--- src/rtl/sram_seq_pkg.sv ---
// Shared types and SRAM memory-map constants for the image-decode phase sequencer.
package sram_seq_pkg;

    typedef enum logic [2:0] {
        S_IDLE   = 3'd0,
        S_UART   = 3'd1,
        S_M2_GO  = 3'd2,
        S_M2_RUN = 3'd3,
        S_M1_GO  = 3'd4,
        S_M1_RUN = 3'd5,
        S_DONE   = 3'd6,
        S_ERROR  = 3'd7
    } seq_state_type;

    typedef enum logic [2:0] {
        OWN_NONE = 3'd0,
        OWN_UART = 3'd1,
        OWN_M1   = 3'd2,
        OWN_M2   = 3'd3,
        OWN_VGA  = 3'd4
    } sram_owner_type;

    // Segment bases shared with M1/M2 address generators.
    localparam logic [17:0] Y_SEGMENT_BASE        = 18'd0;
    localparam logic [17:0] U_SEGMENT_BASE        = 18'd38400;
    localparam logic [17:0] V_SEGMENT_BASE        = 18'd57600;
    localparam logic [17:0] PRE_IDCT_SEGMENT_BASE = 18'd76800;
    localparam logic [17:0] RGB_SEGMENT_BASE      = 18'd146944;

    function automatic sram_owner_type owner_of(input seq_state_type s);
        case (s)
            S_UART:            return OWN_UART;
            S_M2_GO, S_M2_RUN: return OWN_M2;
            S_M1_GO, S_M1_RUN: return OWN_M1;
            S_DONE:            return OWN_VGA;
            default:           return OWN_NONE;
        endcase
    endfunction

endpackage

--- src/rtl/sram_phase_sequencer_watchdog.sv ---
// Per-phase watchdog: clearable, saturating cycle counter flagging PHASE_TIMEOUT-1.
module phase_watchdog #(
    parameter int unsigned            TIMEOUT_W     = 26,
    parameter logic [TIMEOUT_W-1:0]   PHASE_TIMEOUT = 26'd50_000_000
) (
    input  logic clock,
    input  logic reset,
    input  logic clear,
    input  logic enable,
    output logic expired
);

    localparam logic [TIMEOUT_W-1:0] LIMIT =
        PHASE_TIMEOUT - {{(TIMEOUT_W-1){1'b0}}, 1'b1};

    logic [TIMEOUT_W-1:0] count;

    assign expired = (count == LIMIT);

    // Holds at LIMIT so a stalled phase keeps reporting expiry instead of wrapping.
    always_ff @(posedge clock or negedge reset) begin
        if (!reset) begin
            count <= '0;
        end else if (clear) begin
            count <= '0;
        end else if (enable && !expired) begin
            count <= count + {{(TIMEOUT_W-1){1'b0}}, 1'b1};
        end
    end

endmodule

--- src/rtl/sram_phase_sequencer.sv ---
// Phase scheduler for UART -> M2 -> M1 -> VGA; owns the single SRAM port.
module sram_phase_sequencer
    import sram_seq_pkg::*;
#(
    parameter int unsigned          ADDR_W        = 18,
    parameter int unsigned          DATA_W        = 16,
    parameter int unsigned          TIMEOUT_W     = 26,
    parameter logic [TIMEOUT_W-1:0] PHASE_TIMEOUT = 26'd50_000_000
) (
    input  logic              clock,
    input  logic              reset,
    input  logic              start,
    input  logic              uart_done,
    input  logic [ADDR_W-1:0] uart_addr,
    input  logic [DATA_W-1:0] uart_wdata,
    input  logic              uart_we_n,
    output logic              enable_M1,
    output logic              enable_M2,
    input  logic              stop_M1,
    input  logic              stop_M2,
    input  logic [ADDR_W-1:0] m1_addr,
    input  logic [DATA_W-1:0] m1_wdata,
    input  logic              m1_we_n,
    input  logic [ADDR_W-1:0] m2_addr,
    input  logic [DATA_W-1:0] m2_wdata,
    input  logic              m2_we_n,
    input  logic [ADDR_W-1:0] vga_addr,
    output logic [ADDR_W-1:0] SRAM_address,
    output logic [DATA_W-1:0] SRAM_write_data,
    output logic              SRAM_we_n,
    output logic [2:0]        phase,
    output logic              busy,
    output logic              done,
    output logic              error
);

    seq_state_type  state, next_state;
    sram_owner_type owner;
    logic           wd_clear, wd_enable, wd_expired;

    assign wd_clear  = (next_state != state);
    assign wd_enable = (state == S_UART) || (state == S_M2_RUN) || (state == S_M1_RUN);

    phase_watchdog #(
        .TIMEOUT_W     (TIMEOUT_W),
        .PHASE_TIMEOUT (PHASE_TIMEOUT)
    ) u_watchdog (
        .clock   (clock),
        .reset   (reset),
        .clear   (wd_clear),
        .enable  (wd_enable),
        .expired (wd_expired)
    );

    // Exit conditions are tested before the watchdog so a coincident finish wins.
    always_comb begin
        next_state = state;
        case (state)
            S_IDLE:   if (start) next_state = S_UART;
            S_UART: begin
                if (uart_done)       next_state = S_M2_GO;
                else if (wd_expired) next_state = S_ERROR;
            end
            S_M2_GO:  next_state = S_M2_RUN;
            S_M2_RUN: begin
                if (stop_M2)         next_state = S_M1_GO;
                else if (wd_expired) next_state = S_ERROR;
            end
            S_M1_GO:  next_state = S_M1_RUN;
            S_M1_RUN: begin
                if (stop_M1)         next_state = S_DONE;
                else if (wd_expired) next_state = S_ERROR;
            end
            S_DONE:   if (start) next_state = S_UART;
            S_ERROR:  if (start) next_state = S_UART;
            default:  next_state = S_IDLE;
        endcase
    end

    // Owner and status outputs load from next_state so they align with the state register.
    always_ff @(posedge clock or negedge reset) begin
        if (!reset) begin
            state     <= S_IDLE;
            owner     <= OWN_NONE;
            enable_M1 <= 1'b0;
            enable_M2 <= 1'b0;
            phase     <= 3'd0;
            busy      <= 1'b0;
            done      <= 1'b0;
            error     <= 1'b0;
        end else begin
            state     <= next_state;
            owner     <= owner_of(next_state);
            enable_M1 <= (next_state == S_M1_GO);
            enable_M2 <= (next_state == S_M2_GO);
            phase     <= next_state;
            busy      <= (next_state == S_UART)   || (next_state == S_M2_GO) ||
                         (next_state == S_M2_RUN) || (next_state == S_M1_GO) ||
                         (next_state == S_M1_RUN);
            done      <= (next_state == S_DONE);
            error     <= (next_state == S_ERROR);
        end
    end

    always_comb begin
        SRAM_address    = '0;
        SRAM_write_data = '0;
        SRAM_we_n       = 1'b1;
        case (owner)
            OWN_UART: begin
                SRAM_address    = uart_addr;
                SRAM_write_data = uart_wdata;
                SRAM_we_n       = uart_we_n;
            end
            OWN_M2: begin
                SRAM_address    = m2_addr;
                SRAM_write_data = m2_wdata;
                SRAM_we_n       = m2_we_n;
            end
            OWN_M1: begin
                SRAM_address    = m1_addr;
                SRAM_write_data = m1_wdata;
                SRAM_we_n       = m1_we_n;
            end
            OWN_VGA: begin
                SRAM_address    = vga_addr;
            end
            default: ;
        endcase
    end

endmodule
--- config.mk ---
export PLATFORM = sky130hd
export DESIGN_NAME = sram_phase_sequencer
export DESIGN_NICKNAME = d
export VERILOG_FILES = /design/src/rtl/sram_seq_pkg.sv /design/src/rtl/sram_phase_sequencer_watchdog.sv /design/src/rtl/sram_phase_sequencer.sv
export SDC_FILE = /design/constraint.sdc
export NUM_CORES = 1
export LEC_CHECK = 0
export ABC_CLOCK_PERIOD_IN_PS = 2000
export CAP_MARGIN = 20
export CORE_UTILIZATION = 30
export CTS_CLUSTER_SIZE = 14
export DETAILED_ROUTE_END_ITERATION = 10
export MAX_ROUTING_LAYER = met4
export PLACE_DENSITY_LB_ADDON = 0.15
export SETUP_SLACK_MARGIN = 0.2
export SLEW_MARGIN = 20
export SYNTH_ARGS = -nofsm -noshare
export SYNTH_HDL_FRONTEND = slang
export SYNTH_SLANG_ARGS = --single-unit
--- constraint.sdc ---
create_clock -name clock -period 2 [get_ports clock]
set_clock_uncertainty 0.2 [all_clocks]
set_input_delay 0.4 -clock clock [delete_from_list [all_inputs] [get_ports clock]]
set_output_delay 0.4 -clock clock [all_outputs]
set_load 0.02 [all_outputs]
# Yosys cells after proc, flatten, opt, wreduce, memory -nomap -nowiden
# Index checks and enable logic that the tools add are counted.
# totals
reg_bits	37
latch_bits	0
mem_bits_rw	0
mem_bits_ro	0
inputBits	129
out_inout_bits	43
wordCells	54
memories	0
# classes
add_sub_neg	1
n_mul	0
n_div	0
magnitude_cmp	0
eq_ne	20
shift	0
muxes	12
n_bitwise	0
reduce_logical	13
# op_table
op	count
one-hot mux 18 bit (4 select lines)	1
two-way mux 26 bit	2
one-hot mux 16 bit (3 select lines)	1
equality test 3 bit (second input constant)	9
adder 26 x 1 -> 26 bit (second input constant)	1
equality test 26 bit (second input constant)	1
equality test 3 x 2 -> 1 bit (second input constant)	6
one-hot mux 3 bit (6 select lines)	1
two-way mux 3 bit	5
one-hot mux 3 bit (4 select lines)	1
equality test 3 x 1 -> 1 bit (second input constant)	3
logical OR 1 bit	6
OR reduction 2 bit	2
logical NOT 3 bit	1
!= test 3 bit	1
one-hot mux 1 bit (3 select lines)	1
OR reduction 3 bit	1
nonzero test 2 bit	1
logical AND 1 bit	1
logical NOT 1 bit	1

# Longest topological paths before layout
# logic_depth
depth_word	9
ltp_mapped	8
mapped_depth_nobuf	6

# By module
# A second synthesis with hierarchy kept.
# hier_totals
cells_unflattened	315
hier_area_um2	2806.4
# by_module_without_submodules
module	instances	cells_each	area_each_um2	seq_area_each_um2
phase_watchdog	1	154	1416.4	650.6
sram_phase_sequencer	1	161	1390.1	250.2

# Worst setup path before layout
# OpenSTA, ideal clock, no wires.
# synth_timing
kind	reg-to-output
from	reg owner[1]
to	out SRAM_address[11]
arrival_time_ns	1.614
t_required_ns	1.400
slack_ns	-0.214
path_stages_with_launch	6
path_buffers	2
path_cell_list	dfrtp_1 > buf_2 > nor3b_2 > clkbuf_1 > a22o_1 > a221o_1
# synth_via
elab_chain_cells	2
word_cells_on_any_way	5
cone_classes	eq/ne (4); mux (1)
# synth_rtl
item	line	source
start, declared	sram_phase_sequencer.sv:38	sram_owner_type owner;
start signal, assigned	sram_phase_sequencer.sv:93	owner <= owner_of(next_state);
equality test 3 bit (tied with other cells)	sram_phase_sequencer.sv:109	case (owner)
one-hot mux 18 bit (4 select lines) *	sram_phase_sequencer.sv:109	
end, declared	sram_phase_sequencer.sv:28	output logic [ADDR_W-1:0] SRAM_address,
# Every way passes the cells marked *; elsewhere a longest branch is shown, timed or not.

# Final worst setup path
# layout_timing
from	reg owner[1]
to	out SRAM_address[9]
# Same word-level chain as after synthesis.

==> flow_summary_export.csv <==
group,metric,value,unit
outcome,status,"finished, violations left",
outcome,violations,"setup timing",
cells_and_area,drive_gt1_share,41.3,%
place,routabilityCongestion,0.820,
place,portBuffers,171,
routing,drt_iter0_markers,86,
routing,final_antenna_net_count,0,
synthesis,synth.top_cell.area_share,32.6,%
sta,fin_ws,-371,ps
sta,rsz0062_at_grt,"true",
global_route,grt_overflow,0,
worst_setup_path,critPathArrivalTime,1770,ps
clocking,cts_sinks,37,
sta,maxSlewViolCount,0,
routing,drc_errors,0,
floorplan,die_h,99.4,µm
cells_and_area,layout_commonest_cell,"clkdlybuf4s50_1",
sta,fin_hold_ws,383,ps
global_route,grt_usage,23.2,%
synthesis,synth-async-reset-ratio,100,%
synthesis,synth.ff_latch_count,37,
cells_and_area,fillers,714,
cells_and_area,layout_common_cells,"clkdlybuf4s50_1, buf_4, dfrtp_1",
global_route,grt_pass1_wl,17.4,mm
synthesis,yosysUniqueCellTypes,53,
clocking,htreeDepth,2,
clocking,cts_buffers,5,
routing,wl_per_cell,17.7,µm
pwr,leakage,2.46,nW
worst_setup_path,path_class,"reg -> out",
global_route,grt_pass1_vias,3320,
floorplan,pin_count,172,
cells_and_area,ff_latch_area,933,µm²
synthesis,syn_area,2840,µm²
floorplan,die_area,9870,µm²
cells_and_area,area_growth,106,%
synthesis,synth-seq-area-share,32.6,%
cells_and_area,layout.nets,671,
synthesis,syn_avg_cell_area,9.29,µm²
synthesis,ys.flop_type,"dfrtp_1",
clocking,root_buffer,"clkbuf_8",
pwr,cellPowerDensity,1230,nW/µm²
floorplan,row_count,35,
worst_setup_path,crit_fanout,18,
cells_and_area,multi_input_area,2230,µm²
sta,setup_viol,59,
cells_and_area,final_util,63.6,%
sta,fin_crit,2370,ps
clocking,cts.path.max_buffers,2,
floorplan,fp.dieW,99.4,µm
clocking,cts_tree,"done",
worst_setup_path,end_kind,"output port",
sta,max_freq,422,MHz
worst_setup_path,worstSetupStartpointType,"flip-flop",
routing,drt_pass1_iterations,4,
floorplan,initial_utilization,30.9,%
pwr,vdd_drop_max,0.000623,V
routing,wl,11.6,mm
synthesis,synth_edf_count,0,
sta,slew_headroom,66.8,%
global_route,grt_antenna_before_repair,0,
worst_hold_path,hp-class,"reg -> reg",
routing,vias_per_cell,5.20,
synthesis,syn_inst,306,
synthesis,synth_top_cell_by_area,"dfrtp_1",
synthesis,syn-num-nets,436,
clocking,path_clk_slew,70,ps
synthesis,synthTopCellsByArea,"dfrtp_1, a221o_1, mux2_2",
floorplan,coreArea,9200,µm²
sta,fin_crit_sh,119,%
routing,vias,3396,
place,hpwl,7.96,mm
sta,tightest_slew,493,ps
global_route,grt_max_degree,21,
sta,final_hold_viol_count,0,
synthesis,ys_warn_count,0,
clocking,insertion_delay,290,ps
cells_and_area,diodes,0,
job,maxCapViolations,0,
worst_setup_path,required,1400,ps
sta,tns,-12510,ps
-- what timing repair did --
action / in CTS / in global routing
endpoints found under the setup margin: 77 / 70
buffers inserted: 19 / 8
hold buffers: 1 / 0
hold endpoints to repair: 19 / 0
pin swaps: 15 / 24
gates resized for setup: 213 / 65
gates cloned: 4 / 0
-- path summary, 6_finish.rpt --
path	startpoint	endpoint	slack [ps]	cells after the start
worst max-delay path	owner[1]	SRAM_address[9]	-370	5
worst min-delay path	u_watchdog.count[24]	u_watchdog.count[24]	380	2
worst max register to register	u_watchdog.count[6]	u_watchdog.count[6]	-110	8
worst min register to register	u_watchdog.count[24]	u_watchdog.count[24]	380	2
max in group asynchronous	reset	state[2]	720	3
min in group asynchronous	reset	busy	400	2
-- logic make-up after synthesis --
logic type,count (synthesis),share of synthesized area [%]
adder cells (fa/ha/maj),1,0.440
XOR/XNOR,24,7.39
buffers and inverters,30,5.23
AO/OA/AOI/OAI,81,23.4
multiplexers,19,7.39
flip-flops,37,32.6
AND/OR/NAND/NOR,114,23.6
-- metal layers --
metal  vias to the layer above  part of all wire (%)  global-route usage (%)
met3                        20                   6.7                    4.85
met2                       121                    52                    41.3
met5                         -                     0                       -
li1                       1618                     -                       -
met1                      1637                    39                    26.1
met4                         0                   2.3                    6.90
-- Yosys cell counts (6+ instances only) --
master     n
a22o_1    18
a221o_1   18
xor2_1    14
xnor2_1   10
nor2_1    42
o21ai_0    6
dfrtp_1   37
clkbuf_1   9
nand2_1   12
a22oi_1   17
a21oi_1    6
mux2_2    16
nand3_1    7
inv_1      9
nand4_1   10
-- critical path, stage by stage, from the launching register on --
cell and delay [ps]:
dfrtp_2 440, and3b_2 250, buf_12 150, a22o_1 230, a221o_1 260, buf_2 160
-- registers in the layout (all words and copies together), names as in the netlist --
register and flops:
enable_M1 1, owner 3, error 1, busy 1
enable_M2 1, state 3, done 1, u_watchdog.count 26
-- power breakdown --
group	leakage, nW	switching [W]	internal (W)
logic	1.92	0.00278	0.00294
registers	0.494	0.0000855	0.000864
clock network	0.0395	0.000258	0.000248
-- layout make-up --
| class | count | area share (%) |
|---|---|---|
| clock buffers | 8 | 1.37 |
| repair buffers | 249 | 41.5 |
| flip-flops and latches | 37 | 16.0 |
| inverters | 9 | 0.578 |
| well taps | 111 | 2.38 |
| multi-input cells | 239 | 38.2 |
-- stage by stage --
stage               cells  area [µm²]  setup WS (ps)  power, W
global route          653        5850           -434   0.00757
detailed placement    613        5060           -477   0.00561
finish                653        5850           -371   0.00717
CTS                   645        5500           -390   0.00665
global placement      613        5060           -458   0.00556
floorplan             306        2970          -35.3   0.00366
Note: power is estimated with default switching activity, not from simulation.
==> RTL change: new RTL, config.mk and constraints unchanged <==
Change the parameter `ADDR_W` from 18 to 9.
--- a/src/rtl/sram_phase_sequencer.sv
+++ b/src/rtl/sram_phase_sequencer.sv
@@ -2,7 +2,7 @@
 module sram_phase_sequencer
     import sram_seq_pkg::*;
 #(
-    parameter int unsigned          ADDR_W        = 18,
+    parameter int unsigned          ADDR_W        = 9,
     parameter int unsigned          DATA_W        = 16,
     parameter int unsigned          TIMEOUT_W     = 26,
     parameter logic [TIMEOUT_W-1:0] PHASE_TIMEOUT = 26'd50_000_000
Ports: changed (5 resized); port bits go from 172 to 127. The function was not compared with the original's and may differ.
==> RTL change against the unedited design <==
The run still ends with setup timing left; sequential share of layout area up 1.9 points; total power is 7.5% lower; die area shrank 8.2%; global-route usage decreased by 1.8 points; maximum frequency grew 4.3%; wire length down 15%; count of clock-buffer cells in the layout shrank 3; setup slack gained 0.098 ns; register-to-register slack got worse by 0.16 ns; cell area shrank 11%; sequential cell count stayed put; synthesized area fell by 8.4%; largest cell class is now multi-input combinational cells; largest power group unchanged; highest routed layer unchanged.
==> RTL change: results (changes against the unedited design) <==
[status]
status=finished, violations left  ; unchanged
violations=setup timing  ; unchanged

[worst_setup_path]
startpoint=u_watchdog.count[0]  ; was owner[1]
r2r_setup_slack_ns=-0.27  ; was -0.11 ns
crit_type=register to register  ; was register to output pin
worst_path_max_delay_cell=or3_4  ; was dfrtp_2
cp_max_fo=5  ; was 18
rr_worst_depth=9  ; was 8
cp_top_family=simple AND/OR/NAND/NOR gates  ; was compound AO/OA/AOI/OAI gates
critPathArrivalTime_ns=2.26  ; was 1.77 ns
rr_endpoint=u_watchdog.count[0]  ; was u_watchdog.count[6]

[clock_tree]
cts.repair.resized=216  ; was 213
cts.htree.levels=2  ; unchanged
cts_setup_buffers=13  ; was 19

[placed_design]
hpwl_um=7040  ; was 7960 um
dp_slack_ns=-0.562  ; was -0.477 ns
gp_congestion=0.773  ; was 0.820
port_buffers=126  ; was 171
dp.cells=557  ; was 613

[logic_synthesis]
netlist_top_cells_count=nor2_1 (52), dfrtp_1 (37), a22oi_1 (26), xor2_1 (21), mux2_2 (16)  ; was nor2_1 (42), dfrtp_1 (37), a221o_1 (18), a22o_1 (18), a22oi_1 (17)
synth_compound_area_share_pct=15.4  ; was 23.4%
yosys-top-cells-area=dfrtp_1 (36%), a22oi_1 (7.5%), nor2_1 (7.5%)  ; was dfrtp_1 (33%), a221o_1 (6.3%), mux2_2 (6.3%)
ys_seq_area_share_pct=35.5  ; was 32.6%
syn-num-nets=383  ; was 436
synth_cell_types=48  ; was 53
synthXorXnorAreaFrac_pct=9.07  ; was 7.39%
synth_adder_area_share_pct=0.480  ; was 0.440%
synth_area_per_cell_um2=9.02  ; was 9.29 um^2
muxShareOfSynthArea_pct=11.9  ; was 7.39%
ys.flop_type=dfrtp_1  ; unchanged

[detailed_routing]
route.met2.wl_um=4980  ; was 6000 um
drt-met1-wl_um=3960  ; was 4520 um
via_per_inst=4.89  ; was 5.20
wl_met3_um=775  ; was 780 um
wl_per_cell_um=16.7  ; was 17.7 um
first_iter_violations=74  ; was 86
highest_layer=met4  ; unchanged

[min_path]
hp-start=u_watchdog.count[23]  ; was u_watchdog.count[24]
hold_end=u_watchdog.count[23]  ; was u_watchdog.count[24]

[power_and_ir_drop]
cell_internal_pwr_mw=3.80  ; was 4.05 mW
ir_worst_vdd_v=0.000480  ; was 0.000623 V
seqPwrFrac_pct=14.6  ; was 13.2%
p_clk_mw=0.516  ; was 0.506 mW
power_frac_clock_pct=7.8  ; was 7.1%
p_leak_nw=2.30  ; was 2.46 nW

[cells_and_area]
fin_nets=577  ; was 671
drive_above_1_share_pct=43.6  ; was 41.3%

[timing]
timing.final.ws_setup_ns=-0.273  ; was -0.371 ns
finalSetupViolCount=52  ; was 59
max-slew-margin-rel_pct=68.2  ; was 66.8%

[global_routing]
grt_util_met2_pct=36.9  ; was 41.3%
grt_pass1_wl_um=14200  ; was 17400 um
met1_usage_pct=25.4  ; was 26.1%
grt_usage_pct=21.3  ; was 23.2%
grt_pass1_vias=2802  ; was 3320
antenna_found_initial=0  ; unchanged

-- RTL change: cell types whose count changed in the layout (fill, tap and decap cells not counted), moves of 8 or more --
cell / delta
a221o_1: -18
buf_2: -20
o22ai_2: +9
nor2_1: +16
mux2_2: -16
mux2_4: +16
nor2_4: -11
mux2i_1: +8
a22o_1: -17
buf_6: +13
clkdlybuf4s50_1: -36
xor2_1: +12
-- RTL change: through the flow --
stage	setup TNS, ns	area (um^2)	hold WS [ns]	util (%)
after detailed placement	-18.66	4560	0.278	55.0
after global routing	-14.75	5200	0.368	62.7
after global placement	-16.83	4560	0.273	55.0
after CTS	-8.65	5010	0.353	60.3
final	-10.60	5200	0.353	62.7
after floorplan	-2.99	2870	-0.0956	-
-- RTL change: final cells by class --
type,instances,area (um^2)
Clock buffer,5,68.8
Clock inverter,3,17.5
Fill cell,711,3100
Inverter,4,15.0
Multi-Input combinational cell,229,2030
Sequential cell,37,930
Tap cell,105,131
Timing Repair Buffer,206,2010
